`src/rtl/uart_rx_if.sv`:
```
// uart_rx_if: groups the serial line, enable and received-frame outputs of
// the UART receiver.
//   uart_rxd          serial input (idles high)
//   uart_rx_en        permits new start bits to be recognised
//   uart_rx_valid     one-cycle pulse, uart_rx_data holds a good frame
//   uart_rx_data      last received payload
//   uart_rx_frame_err one-cycle pulse, a stop bit sampled low
//   uart_rx_break     one-cycle pulse with frame_err when the payload is all zero
interface uart_rx_if #(
    parameter int unsigned PAYLOAD_BITS = 8
);
    logic                    uart_rxd;
    logic                    uart_rx_en;
    logic                    uart_rx_valid;
    logic [PAYLOAD_BITS-1:0] uart_rx_data;
    logic                    uart_rx_frame_err;
    logic                    uart_rx_break;

    // Receiver side
    modport slave (
        input  uart_rxd,
        input  uart_rx_en,
        output uart_rx_valid,
        output uart_rx_data,
        output uart_rx_frame_err,
        output uart_rx_break
    );

    // Line driver / frame consumer side
    modport master (
        output uart_rxd,
        output uart_rx_en,
        input  uart_rx_valid,
        input  uart_rx_data,
        input  uart_rx_frame_err,
        input  uart_rx_break
    );
endinterface

```
`src/rtl/uart_rx.sv`:
```
// uart_rx: oversampling UART receiver. Recovers frames of PAYLOAD_BITS data
// bits (LSB first) and STOP_BITS stop bits from an asynchronous line,
// sampling each bit at its centre, and reports good frames, framing errors
// and break conditions as registered one-cycle pulses.
//   clk     system clock
//   resetn  synchronous active-low reset
//   rx      uart_rx_if.slave (line, enable, data and status pulses)
module uart_rx #(
    parameter int unsigned BIT_RATE     = 9600,
    parameter int unsigned CLK_HZ       = 50_000_000,
    parameter int unsigned PAYLOAD_BITS = 8,
    parameter int unsigned STOP_BITS    = 1
) (
    input  logic     clk,
    input  logic     resetn,
    uart_rx_if.slave rx
);

    localparam int unsigned CYCLES_PER_BIT = CLK_HZ / BIT_RATE;
    localparam int unsigned HALF_BIT       = CYCLES_PER_BIT / 2;
    localparam int unsigned CNT_W          = 1 + $clog2(CYCLES_PER_BIT);
    localparam int unsigned MAX_IDX        = (PAYLOAD_BITS > STOP_BITS) ? PAYLOAD_BITS : STOP_BITS;
    localparam int unsigned IDX_W          = $clog2(MAX_IDX + 1);

    typedef enum logic [2:0] {
        S_IDLE,
        S_START,
        S_DATA,
        S_STOP,
        S_WAIT_HIGH
    } state_e;

    state_e                  state_q, state_d;
    logic [1:0]              sync_q, sync_d;
    logic [CNT_W-1:0]        cnt_q, cnt_d;
    logic [IDX_W-1:0]        idx_q, idx_d;
    logic [PAYLOAD_BITS-1:0] shift_q, shift_d;
    logic [PAYLOAD_BITS-1:0] data_q, data_d;
    logic                    err_q, err_d;
    logic                    valid_q, valid_d;
    logic                    ferr_q, ferr_d;
    logic                    brk_q, brk_d;
    logic                    rxd_s;
    logic                    bit_end;
    logic                    stop_err;

    assign rxd_s    = sync_q[1];
    assign bit_end  = (cnt_q == CNT_W'(CYCLES_PER_BIT - 1));
    assign stop_err = err_q | ~rxd_s;

    // State and datapath registers; synchroniser resets to the idle level
    always_ff @(posedge clk) begin
        if (!resetn) begin
            state_q <= S_IDLE;
            sync_q  <= 2'b11;
            cnt_q   <= '0;
            idx_q   <= '0;
            shift_q <= '0;
            data_q  <= '0;
            err_q   <= 1'b0;
            valid_q <= 1'b0;
            ferr_q  <= 1'b0;
            brk_q   <= 1'b0;
        end else begin
            state_q <= state_d;
            sync_q  <= sync_d;
            cnt_q   <= cnt_d;
            idx_q   <= idx_d;
            shift_q <= shift_d;
            data_q  <= data_d;
            err_q   <= err_d;
            valid_q <= valid_d;
            ferr_q  <= ferr_d;
            brk_q   <= brk_d;
        end
    end

    // Next-state and output logic
    always_comb begin
        state_d = state_q;
        sync_d  = {sync_q[0], rx.uart_rxd};
        cnt_d   = cnt_q;
        idx_d   = idx_q;
        shift_d = shift_q;
        data_d  = data_q;
        err_d   = err_q;
        valid_d = 1'b0;
        ferr_d  = 1'b0;
        brk_d   = 1'b0;

        unique case (state_q)
            S_IDLE: begin
                if (rx.uart_rx_en && !rxd_s) begin
                    state_d = S_START;
                    cnt_d   = '0;
                end
            end
            // Re-check the line half a bit in so short glitches are rejected
            S_START: begin
                if (cnt_q == CNT_W'(HALF_BIT)) begin
                    if (rxd_s) begin
                        state_d = S_IDLE;
                    end else begin
                        state_d = S_DATA;
                        cnt_d   = '0;
                        idx_d   = '0;
                    end
                end else begin
                    cnt_d = cnt_q + CNT_W'(1);
                end
            end
            // First bit received ends up in the LSB
            S_DATA: begin
                if (bit_end) begin
                    shift_d = {rxd_s, shift_q[PAYLOAD_BITS-1:1]};
                    cnt_d   = '0;
                    if (idx_q == IDX_W'(PAYLOAD_BITS - 1)) begin
                        state_d = S_STOP;
                        idx_d   = '0;
                        err_d   = 1'b0;
                    end else begin
                        idx_d = idx_q + IDX_W'(1);
                    end
                end else begin
                    cnt_d = cnt_q + CNT_W'(1);
                end
            end
            // Leaves mid stop bit so a back-to-back start edge is not missed
            S_STOP: begin
                if (bit_end) begin
                    cnt_d = '0;
                    err_d = stop_err;
                    if (idx_q == IDX_W'(STOP_BITS - 1)) begin
                        data_d = shift_q;
                        idx_d  = '0;
                        if (stop_err) begin
                            ferr_d  = 1'b1;
                            brk_d   = (shift_q == '0);
                            state_d = S_WAIT_HIGH;
                        end else begin
                            valid_d = 1'b1;
                            state_d = S_IDLE;
                        end
                    end else begin
                        idx_d = idx_q + IDX_W'(1);
                    end
                end else begin
                    cnt_d = cnt_q + CNT_W'(1);
                end
            end
            // A line held low must return high before a new start is accepted
            S_WAIT_HIGH: begin
                if (rxd_s) begin
                    state_d = S_IDLE;
                end
            end
            default: begin
                state_d = S_IDLE;
            end
        endcase
    end

    assign rx.uart_rx_valid     = valid_q;
    assign rx.uart_rx_data      = data_q;
    assign rx.uart_rx_frame_err = ferr_q;
    assign rx.uart_rx_break     = brk_q;

endmodule

```
`src/flat_wrapper.sv`:
```
// flat-port wrapper written by rule: the top's interface ports become plain ports
module uart_rx_flat 
#(
    parameter int unsigned BIT_RATE     = 9600,
    parameter int unsigned CLK_HZ       = 50_000_000,
    parameter int unsigned PAYLOAD_BITS = 8,
    parameter int unsigned STOP_BITS    = 1
)
  (clk, resetn, rx_uart_rxd, rx_uart_rx_en, rx_uart_rx_valid, rx_uart_rx_data, rx_uart_rx_frame_err, rx_uart_rx_break);
  uart_rx_if #(.PAYLOAD_BITS(PAYLOAD_BITS)) rx_i ();
  input  logic clk;
  input  logic resetn;
  input wire logic [$bits(rx_i.uart_rxd)-1:0] rx_uart_rxd;
  input wire logic [$bits(rx_i.uart_rx_en)-1:0] rx_uart_rx_en;
  output wire logic [$bits(rx_i.uart_rx_valid)-1:0] rx_uart_rx_valid;
  output wire logic [$bits(rx_i.uart_rx_data)-1:0] rx_uart_rx_data;
  output wire logic [$bits(rx_i.uart_rx_frame_err)-1:0] rx_uart_rx_frame_err;
  output wire logic [$bits(rx_i.uart_rx_break)-1:0] rx_uart_rx_break;
  assign rx_i.uart_rxd = rx_uart_rxd;
  assign rx_i.uart_rx_en = rx_uart_rx_en;
  assign rx_uart_rx_valid = rx_i.uart_rx_valid;
  assign rx_uart_rx_data = rx_i.uart_rx_data;
  assign rx_uart_rx_frame_err = rx_i.uart_rx_frame_err;
  assign rx_uart_rx_break = rx_i.uart_rx_break;
  uart_rx #(.BIT_RATE(BIT_RATE), .CLK_HZ(CLK_HZ), .PAYLOAD_BITS(PAYLOAD_BITS), .STOP_BITS(STOP_BITS)) u_core (.clk(clk), .resetn(resetn), .rx(rx_i));
endmodule
```
`config.mk`:
```
export PLATFORM = sky130hd
export DESIGN_NAME = uart_rx_flat
export DESIGN_NICKNAME = d
export VERILOG_FILES = /design/src/rtl/uart_rx_if.sv /design/src/rtl/uart_rx.sv /design/src/flat_wrapper.sv
export SDC_FILE = /design/constraint.sdc
export NUM_CORES = 1
export LEC_CHECK = 0
export CAP_MARGIN = 25
export CORE_MARGIN = 10
export CORE_UTILIZATION = 50
export DETAILED_ROUTE_END_ITERATION = 7
export GPL_ROUTABILITY_DRIVEN = 0
export PLACE_DENSITY = 0.79
export REMOVE_ABC_BUFFERS = 1
export SYNTH_ARGS = -nofsm -noshare
export SYNTH_HDL_FRONTEND = slang
export SYNTH_SLANG_ARGS = --single-unit
```
`constraint.sdc`:
```
create_clock -name clk -period 5 [get_ports clk]
set_clock_uncertainty 0.15 [all_clocks]
set_input_delay 1 -clock clk [delete_from_list [all_inputs] [get_ports clk]]
set_output_delay 1 -clock clk [all_outputs]
set_load 0.02 [all_outputs]
```
# Word level (Yosys, flattened, before mapping)
# Index checks and enable logic that the tools add are counted.
[totals]
register_bits = 43
in_bits = 4
output_inout_bits = 11
word_cells = 75
[op_classes]
n_addsub = 2
n_eq_ne = 16
muxes = 28
bitwise_logic = 2
reduce_logical = 17
[ops]
columns = ["op", "count"]
rows = [
  ["2-to-1 mux 14 bit", 4],
  ["one-hot mux 14 bit (3 select lines)", 1],
  ["2-to-1 mux 3 bit", 8],
  ["2-to-1 mux 4 bit", 6],
  ["one-hot mux 3 bit (5 select lines)", 1],
  ["adder 14 x 1 -> 14 bit (second input constant)", 1],
  ["== test 14 x 12 -> 1 bit (second input constant)", 1],
  ["== test 14 x 13 -> 1 bit (second input constant)", 1],
  ["!= test 2 x 1 -> 1 bit (second input constant)", 7],
  ["one-hot mux 4 bit (3 select lines)", 1],
  ["AND reduction 5 bit", 2],
  ["logical NOT 8 bit", 1],
  ["AND reduction 4 bit", 2],
  ["AND reduction 7 bit", 1],
  ["== test 3 x 2 -> 1 bit (second input constant)", 2],
  ["AND reduction 3 bit", 2],
  ["nonzero test 3 bit", 2],
  ["2-to-1 mux 1 bit", 5],
  ["adder 4 x 1 -> 4 bit (second input constant)", 1],
  ["== test 4 x 3 -> 1 bit (second input constant)", 1],
  ["logical NOT 4 bit", 1],
  ["== test 3 x 1 -> 1 bit (second input constant)", 1],
  ["== test 3 bit (second input constant)", 1],
  ["logical NOT 3 bit", 1],
  ["other kinds (11)", 11],
]

# Longest topological paths before layout
# Gate-level depths: netlist (run 1).
[logic_depth]
ltp_word = 6
depth_mapped = 8
ltp_nobuf = 7

# Worst setup path before layout (run 1)
# Ideal clock, no wire load.
[synth_timing]
kind = "in2reg"
start = "input port rx_uart_rx_en"
end = "register u_core.cnt_q[10]"
setup_time_ns = 0.124
arrival_ns = 1.947
required_ns = 4.726
path_slack_ns = 2.779
stages = 5
path_buffers = 0
cell_sequence = "nor2b_1 nor3_1 a311o_1 o21ai_2 nor2_1"
[synth_between]
elab_chain_len = 3
[synth_rtl]
columns = ["element", "line_no", "rtl"]
rows = [
  ["from (decl)", "flat_wrapper.sv:14", "input wire logic [$bits(rx_i.uart_rx_en)-1:0] rx_uart_rx_en;"],
  ["logical AND 1 bit", "uart_rx.sv:93", "if (rx.uart_rx_en && !rxd_s) begin"],
  ["!= test 2 x 1 -> 1 bit (no source line)", "-", ""],
  ["AND reduction 3 bit (no source line)", "-", ""],
  ["to (signal assigned)", "uart_rx.sv:67", "cnt_q <= cnt_d;"],
  ["to (decl)", "uart_rx.sv:35", "logic [CNT_W-1:0] cnt_q, cnt_d;"],
]
# No other way between the ends.
# A chain may end at the register's enable or synchronous reset.

# Worst setup path after layout (run 1)
[layout_timing]
start = "input port resetn"
end = "register u_core.idx_q[2]"
[layout_rtl]
columns = ["element", "line_no", "rtl"]
rows = [
  ["from (decl)", "flat_wrapper.sv:12", "input logic resetn;"],
  ["to (signal assigned)", "uart_rx.sv:68", "idx_q <= idx_d;"],
  ["to (decl)", "uart_rx.sv:36", "logic [IDX_W-1:0] idx_q, idx_d;"],
]
# No word-level cell between the ends.

==> flow_metrics.tcl, run 1 <==
set metrics [dict create \
    nets 250 \
    cp_max_fo 25 \
    p_leak_nw 0.8513 \
    drive_gt1_share_pct 7.819 \
    max_freq_mhz 343.8 \
    antenna_left 0 \
    initial_utilization_pct 51.55 \
    htree_levels 2 \
    peakVddDrop_mv 0.2176 \
    antenna_found_initial 0 \
    num-fill-cells 353 \
    worst_pin_slew_ns 0.7356 \
    critPathLaunchType "input pin" \
    pin_count 15 \
    final_util_pct 57.68 \
    instances_no_fill 293 \
    ys_seq_area_share_pct 41.75 \
    yosysUniqueCellTypes 49 \
    hpwl_mm 2.970 \
    port_buffers 14 \
    cp_top_family "buffers and inverters" \
    cp_slowest_cell "clkdlybuf4s50_1" \
    synth_warnings 0 \
    grt_usage_pct 12.48 \
    ys_ff_latch 43 \
    drc_errors 0 \
    cts_setup_buffers 0 \
    worstPathArrival_ns 2.97 \
    finalSetupTns_ns 0 \
    cts_max_path_buffers 2 \
    dp.cells 285 \
    power.density_nw_per_um2 302.4 \
    crit_path_cell_trace "clkdlybuf4s50_1, clkinv_1, a211oi_1" \
    placed_area_sq_um 2215 \
    die_h_um 84.22 \
    wl_per_cell_um 14.31 \
    end_kind "flop" \
    ctsResizeCount 0 \
    synth_cells 231 \
    num_rows 23 \
    diodes 0 \
    via_per_inst 5.638 \
    grt_overflow 0 \
    status "completed" \
    cts_tree "built" \
    die_area_sq_um 7093 \
    root_buffer "clkbuf_8" \
    synthArstFlopShare_pct 0 \
    clock_latency_ns 0.30 \
    avgSynthCellArea_sq_um 8.926 \
    vias 1652 \
    grt_pass1_wl_mm 7.590 \
    slew_viol_final 0 \
    drtIter0Drc 158 \
    synth_edf_count 0 \
    fin_crit_ns 2.909 \
    finalHoldViolations 0 \
    numCtsBuffers 5 \
    rsz0062_at_grt "no" \
    drt_wl_total_mm 4.194 \
    cts.hold.buffers_added 0 \
    die_w_um 84.22 \
    syn_area_sq_um 2062 \
    grt_max_degree 26 \
    slowest_delay_ns 0.88 \
    maxCapViolations 0 \
    max_slew_margin_pct 50.96 \
    min_path_type "reg -> reg" \
    crit_required_ns 5.06 \
    criticalPathCategory "in -> reg" \
    syn_to_final_growth_pct 11.89 \
    first_global_vias 1601 \
    post-route-period-util_pct 58.17 \
    dr.pass1.iters 4 \
    clock_sinks 43 \
    core_sq_um 4000 \
    final_cell_area_sq_um 2307 \
    path_clk_slew_ns 0.09 \
    setup_violations 0 \
    synthFlopType "dfxtp_1" \
    critPathBufInv 2 \
]
## final timing paths
check                   start                        end  slack, ns  cells after the start
min          u_core.sync_q[0]           u_core.sync_q[1]       0.27                      1
min reg2reg  u_core.sync_q[0]           u_core.sync_q[1]       0.27                      1
max                    resetn            u_core.idx_q[2]       2.09                      3
max reg2reg   u_core.cnt_q[0]  u_core.rx.uart_rx_data[6]       2.40                      6
## logic make-up after synthesis
family / Yosys count / share of synthesized area, %
simple gates: 113 / 28.88
flops: 43 / 41.75
compound gates: 28 / 10.92
mux: 20 / 9.769
buf+inv: 17 / 3.701
xor+xnor: 6 / 2.549
fa+ha+maj: 4 / 2.427
## cells in the final DEF (no fill, tap or decap), types with 5 or more instances in the layout
master,synthesis,routed
and3_1,6,6
clkbuf_8,0,5
clkdlybuf4s50_1,0,14
dfxtp_1,43,43
inv_1,6,6
mux2i_1,19,19
nand2_1,24,24
nand2b_1,7,7
nand3_1,9,9
nand4_1,5,5
nor2_1,34,34
nor3_1,5,5
xor2_1,6,6
## state kept, by name (all words and copies together) (netlist names), 2 cells and up
name	flops
u_core.idx_q	4
u_core.rx.uart_rx_data	8
u_core.sync_q	2
u_core.cnt_q	14
u_core.state_q	3
u_core.shift_q	8
## power by group
part | total [mW] | internal, mW | switching [mW]
Sequential | 0.368 | 0.350 | 0.0181
Clock | 0.229 | 0.0999 | 0.129
Combinational | 0.101 | 0.0359 | 0.0648
Total | 0.698 | 0.486 | 0.212
## layer usage
| metal | track usage (%) | vias up | wire length (um) |
|---|---|---|---|
| met5 | 0 | - | 0 |
| met4 | 5.175 | 0 | 68 |
| met3 | 2.609 | 6 | 224 |
| met2 | 19.29 | 41 | 1923 |
| met1 | 16.33 | 765 | 1978 |
| li1 | - | 840 | - |
## synth_stat cells, types with 2 or more instances
| master | instances | area [sq um] |
|---|---|---|
| o21ai_2 | 2 | 17.52 |
| nor3b_1 | 2 | 15.01 |
| ha_1 | 4 | 50.05 |
| a31oi_1 | 4 | 25.02 |
| mux2i_1 | 19 | 190.2 |
| nand3_1 | 9 | 45.04 |
| nor2b_1 | 4 | 25.02 |
| a21oi_1 | 4 | 20.02 |
| nand2_1 | 24 | 90.09 |
| xor2_1 | 6 | 52.55 |
| inv_1 | 6 | 22.52 |
| nor4_1 | 3 | 18.77 |
| nor3_2 | 2 | 20.02 |
| nand4_1 | 5 | 31.28 |
| nor3_1 | 5 | 25.02 |
| nand3b_1 | 3 | 22.52 |
| dfxtp_1 | 43 | 860.8 |
| nand4bb_1 | 3 | 33.78 |
| and2_1 | 2 | 12.51 |
| nor2_1 | 34 | 127.6 |
| and3_1 | 6 | 37.54 |
| o311a_1 | 2 | 20.02 |
| clkbuf_1 | 7 | 26.28 |
| nand2b_1 | 7 | 43.79 |
## cell type report
type | instances | area [sq um] | area share (%)
multi-input cells | 171 | 1125 | 48.75
flip-flops and latches | 43 | 860.8 | 37.31
repair buffers | 14 | 140.1 | 6.074
clock buffers | 5 | 68.82 | 2.983
well taps | 50 | 62.56 | 2.712
inverters | 7 | 26.28 | 1.139
clock inverters | 3 | 23.77 | 1.030
## stage by stage
stage | hold WS, ns | power, mW | setup WS (ns)
floorplan | 0.2363 | 0.4471 | 2.777
global placement | 0.2382 | 0.4722 | 1.783
detailed placement | 0.2522 | 0.4763 | 1.734
CTS | 0.2725 | 0.7002 | 2.060
global route | 0.3053 | 0.7317 | 1.755
finish | 0.2666 | 0.6977 | 2.091
## worst reg2reg max path, stage by stage (launching register included)
cell and delay [ns]:
dfxtp_1 0.41, ha_1 0.27, nand4b_1 0.18, nor4_4 0.48
nand3_1 0.56, mux2i_1 0.36, nor2_1 0.06
Note: power is estimated with default switching activity, not from simulation.
==> inputs of run 2 (changes only) <==
clock period = 2.8 ns   (was 5 ns; I/O delays follow)
==> run 2 against run 1 <==
  * Final area is 2.5% higher
  * Die area stayed put
  * Cell count is 1.7% higher
  * Worst hold slack worse by 0.0020 ns
  * Sequential share of layout area is 0.91 points lower
  * Power is 89% higher
  * Critical path type is now reg -> reg
==> flow_metrics.tcl, run 2 (same netlist as run 1, synthesis figures left out) <==
set metrics [dict create \
    nets 255 \
    grt_overflow 0 \
    finalSetupTns_ns 0 \
    dr.pass1.iters 4 \
    hold_start "u_core.sync_q[0]" \
    largest_register_ffs 14 \
    core_sq_um 4000 \
    hpwl_mm 2.845 \
    rsz0062_at_grt "no" \
    power.density_nw_per_um2 557.7 \
    drt_wl_total_mm 4.088 \
    layout_commonest_cell "dfxtp_1" \
    rr_worst_depth 6 \
    diodes 0 \
    slew_viol_final 0 \
    pre_cts_ws_ns 0.3312 \
    cp_max_fo 8 \
    worstPathArrival_ns 2.40 \
    cts.hold.buffers_added 0 \
    drive_gt1_share_pct 9.677 \
    root_buffer "clkbuf_8" \
    placed_area_sq_um 2252 \
    drc_errors 0 \
    max_slew_margin_pct 53.73 \
    global_route.peak_usage_layer "met2" \
    cts_max_path_buffers 2 \
    post-route-period-util_pct 84.47 \
    crit_required_ns 2.84 \
    die_h_um 84.22 \
    pin_count 15 \
    numCtsBuffers 5 \
    clock_sinks 43 \
    slowest_delay_ns 0.53 \
    num_rows 23 \
    clock_latency_ns 0.30 \
    p_leak_nw 0.8926 \
    cp_slowest_cell "and3_1" \
    first_global_vias 1565 \
    worst_pin_slew_ns 0.6940 \
    criticalPathCategory "reg -> reg" \
    htree_levels 2 \
    r2r-start "u_core.cnt_q[1]" \
    dp.cells 290 \
    antenna_found_initial 0 \
    syn_to_final_growth_pct 14.68 \
    cts_setup_buffers 0 \
    setup_violations 0 \
    regToRegSetupSlack_ns 0.43 \
    regMostFlops "u_core.cnt_q" \
    whs_endpoint "u_core.sync_q[1]" \
    critPathLaunchType "flop" \
    port_buffers 14 \
    max_freq_mhz 422.8 \
    grt_pass1_wl_mm 7.334 \
    ctsResizeCount 0 \
    worstReg2RegEnd "u_core.shift_q[0]" \
    status "completed" \
    use_met3_pct 3.768 \
    drtIter0Drc 102 \
    grt_util_met1_pct 14.91 \
    instances_no_fill 298 \
    die_area_sq_um 7093 \
    end_kind "flop" \
    crit_path_cell_trace "ha_1, nand4b_1, nor4_4, and3_1, mux2i_1, nor2_1" \
    die_w_um 84.22 \
    peakVddDrop_mv 0.2071 \
    hold_ws_ns 0.2646 \
    min_path_cells 1 \
    cts_tree "built" \
    grt_use_met2_pct 19.02 \
    antenna_left 0 \
    path_clk_slew_ns 0.08 \
    initial_utilization_pct 51.55 \
    worst_slack_ns 0.4350 \
    vias 1673 \
    final_cell_area_sq_um 2365 \
    maxCapViolations 0 \
    min_path_type "reg -> reg" \
    wl_per_cell_um 13.72 \
    finalHoldViolations 0 \
    fin_crit_ns 2.365 \
    via_per_inst 5.614 \
    grt_max_degree 26 \
    grt_usage_pct 12.05 \
    final_cell_mix "dfxtp_1 (43), nor2_1 (34), nand2_1 (24)" \
]
## run 2: cell count changes in the layout (fill, tap and decap cells not counted)
cell / delta
clkinvlp_4: -2
clkinv_4: +1
bufinv_16: +1
buf_4: +5
inv_6: -1
clkinv_2: +1
## run 2: cell type report
| type | instances | area [sq um] |
|---|---|---|
| Inverter | 7 | 26.28 |
| Sequential cell | 43 | 860.8 |
| Fill cell | 360 | 1635 |
| Tap cell | 50 | 62.56 |
| Clock buffer | 5 | 68.82 |
| Multi-Input combinational cell | 171 | 1125 |
| Timing Repair Buffer | 19 | 177.7 |
| Clock inverter | 3 | 43.79 |
## run 2: power by group
group / internal, mW / switching (mW)
registers: 0.625 / 0.0292
clock network: 0.265 / 0.218
logic: 0.0673 / 0.114
total: 0.958 / 0.361
## run 2: worst max path at each step
stage	slack, ns	end	depth (start not counted)	from
2_1_floorplan	0.72	u_core.rx.uart_rx_data[0]	6	u_core.cnt_q[0]
3_3_place_gp	0.41	u_core.cnt_q[11]	6	rx_uart_rx_en
3_5_place_dp	0.33	u_core.cnt_q[10]	6	rx_uart_rx_en
4_1_cts	0.42	u_core.state_q[0]	6	u_core.cnt_q[1]
5_1_grt	0.21	u_core.state_q[2]	6	u_core.cnt_q[1]
6_report	0.43	u_core.shift_q[0]	6	u_core.cnt_q[1]
## run 2: through the flow
stage                     utilization [%]  total power, mW
after floorplan                         -           0.7984
after global placement              56.30           0.8455
after detailed placement            56.30           0.8509
after CTS                           59.12            1.330
after global routing                59.12            1.389
final                               59.12            1.319
## run 2: worst max-delay path, delay by kind of cell (launching register included)
kind                       cells  cell delay [ns]
and+or+nand+nor                4             1.20
muxes                          1             0.25
adders and majority gates      1             0.27
DFF                            1             0.39
## run 2: metal layers
layer,vias up,wire length (um)
met4,0,70
met3,5,155
met2,27,1881
li1,847,-
met1,794,1981
met5,-,0
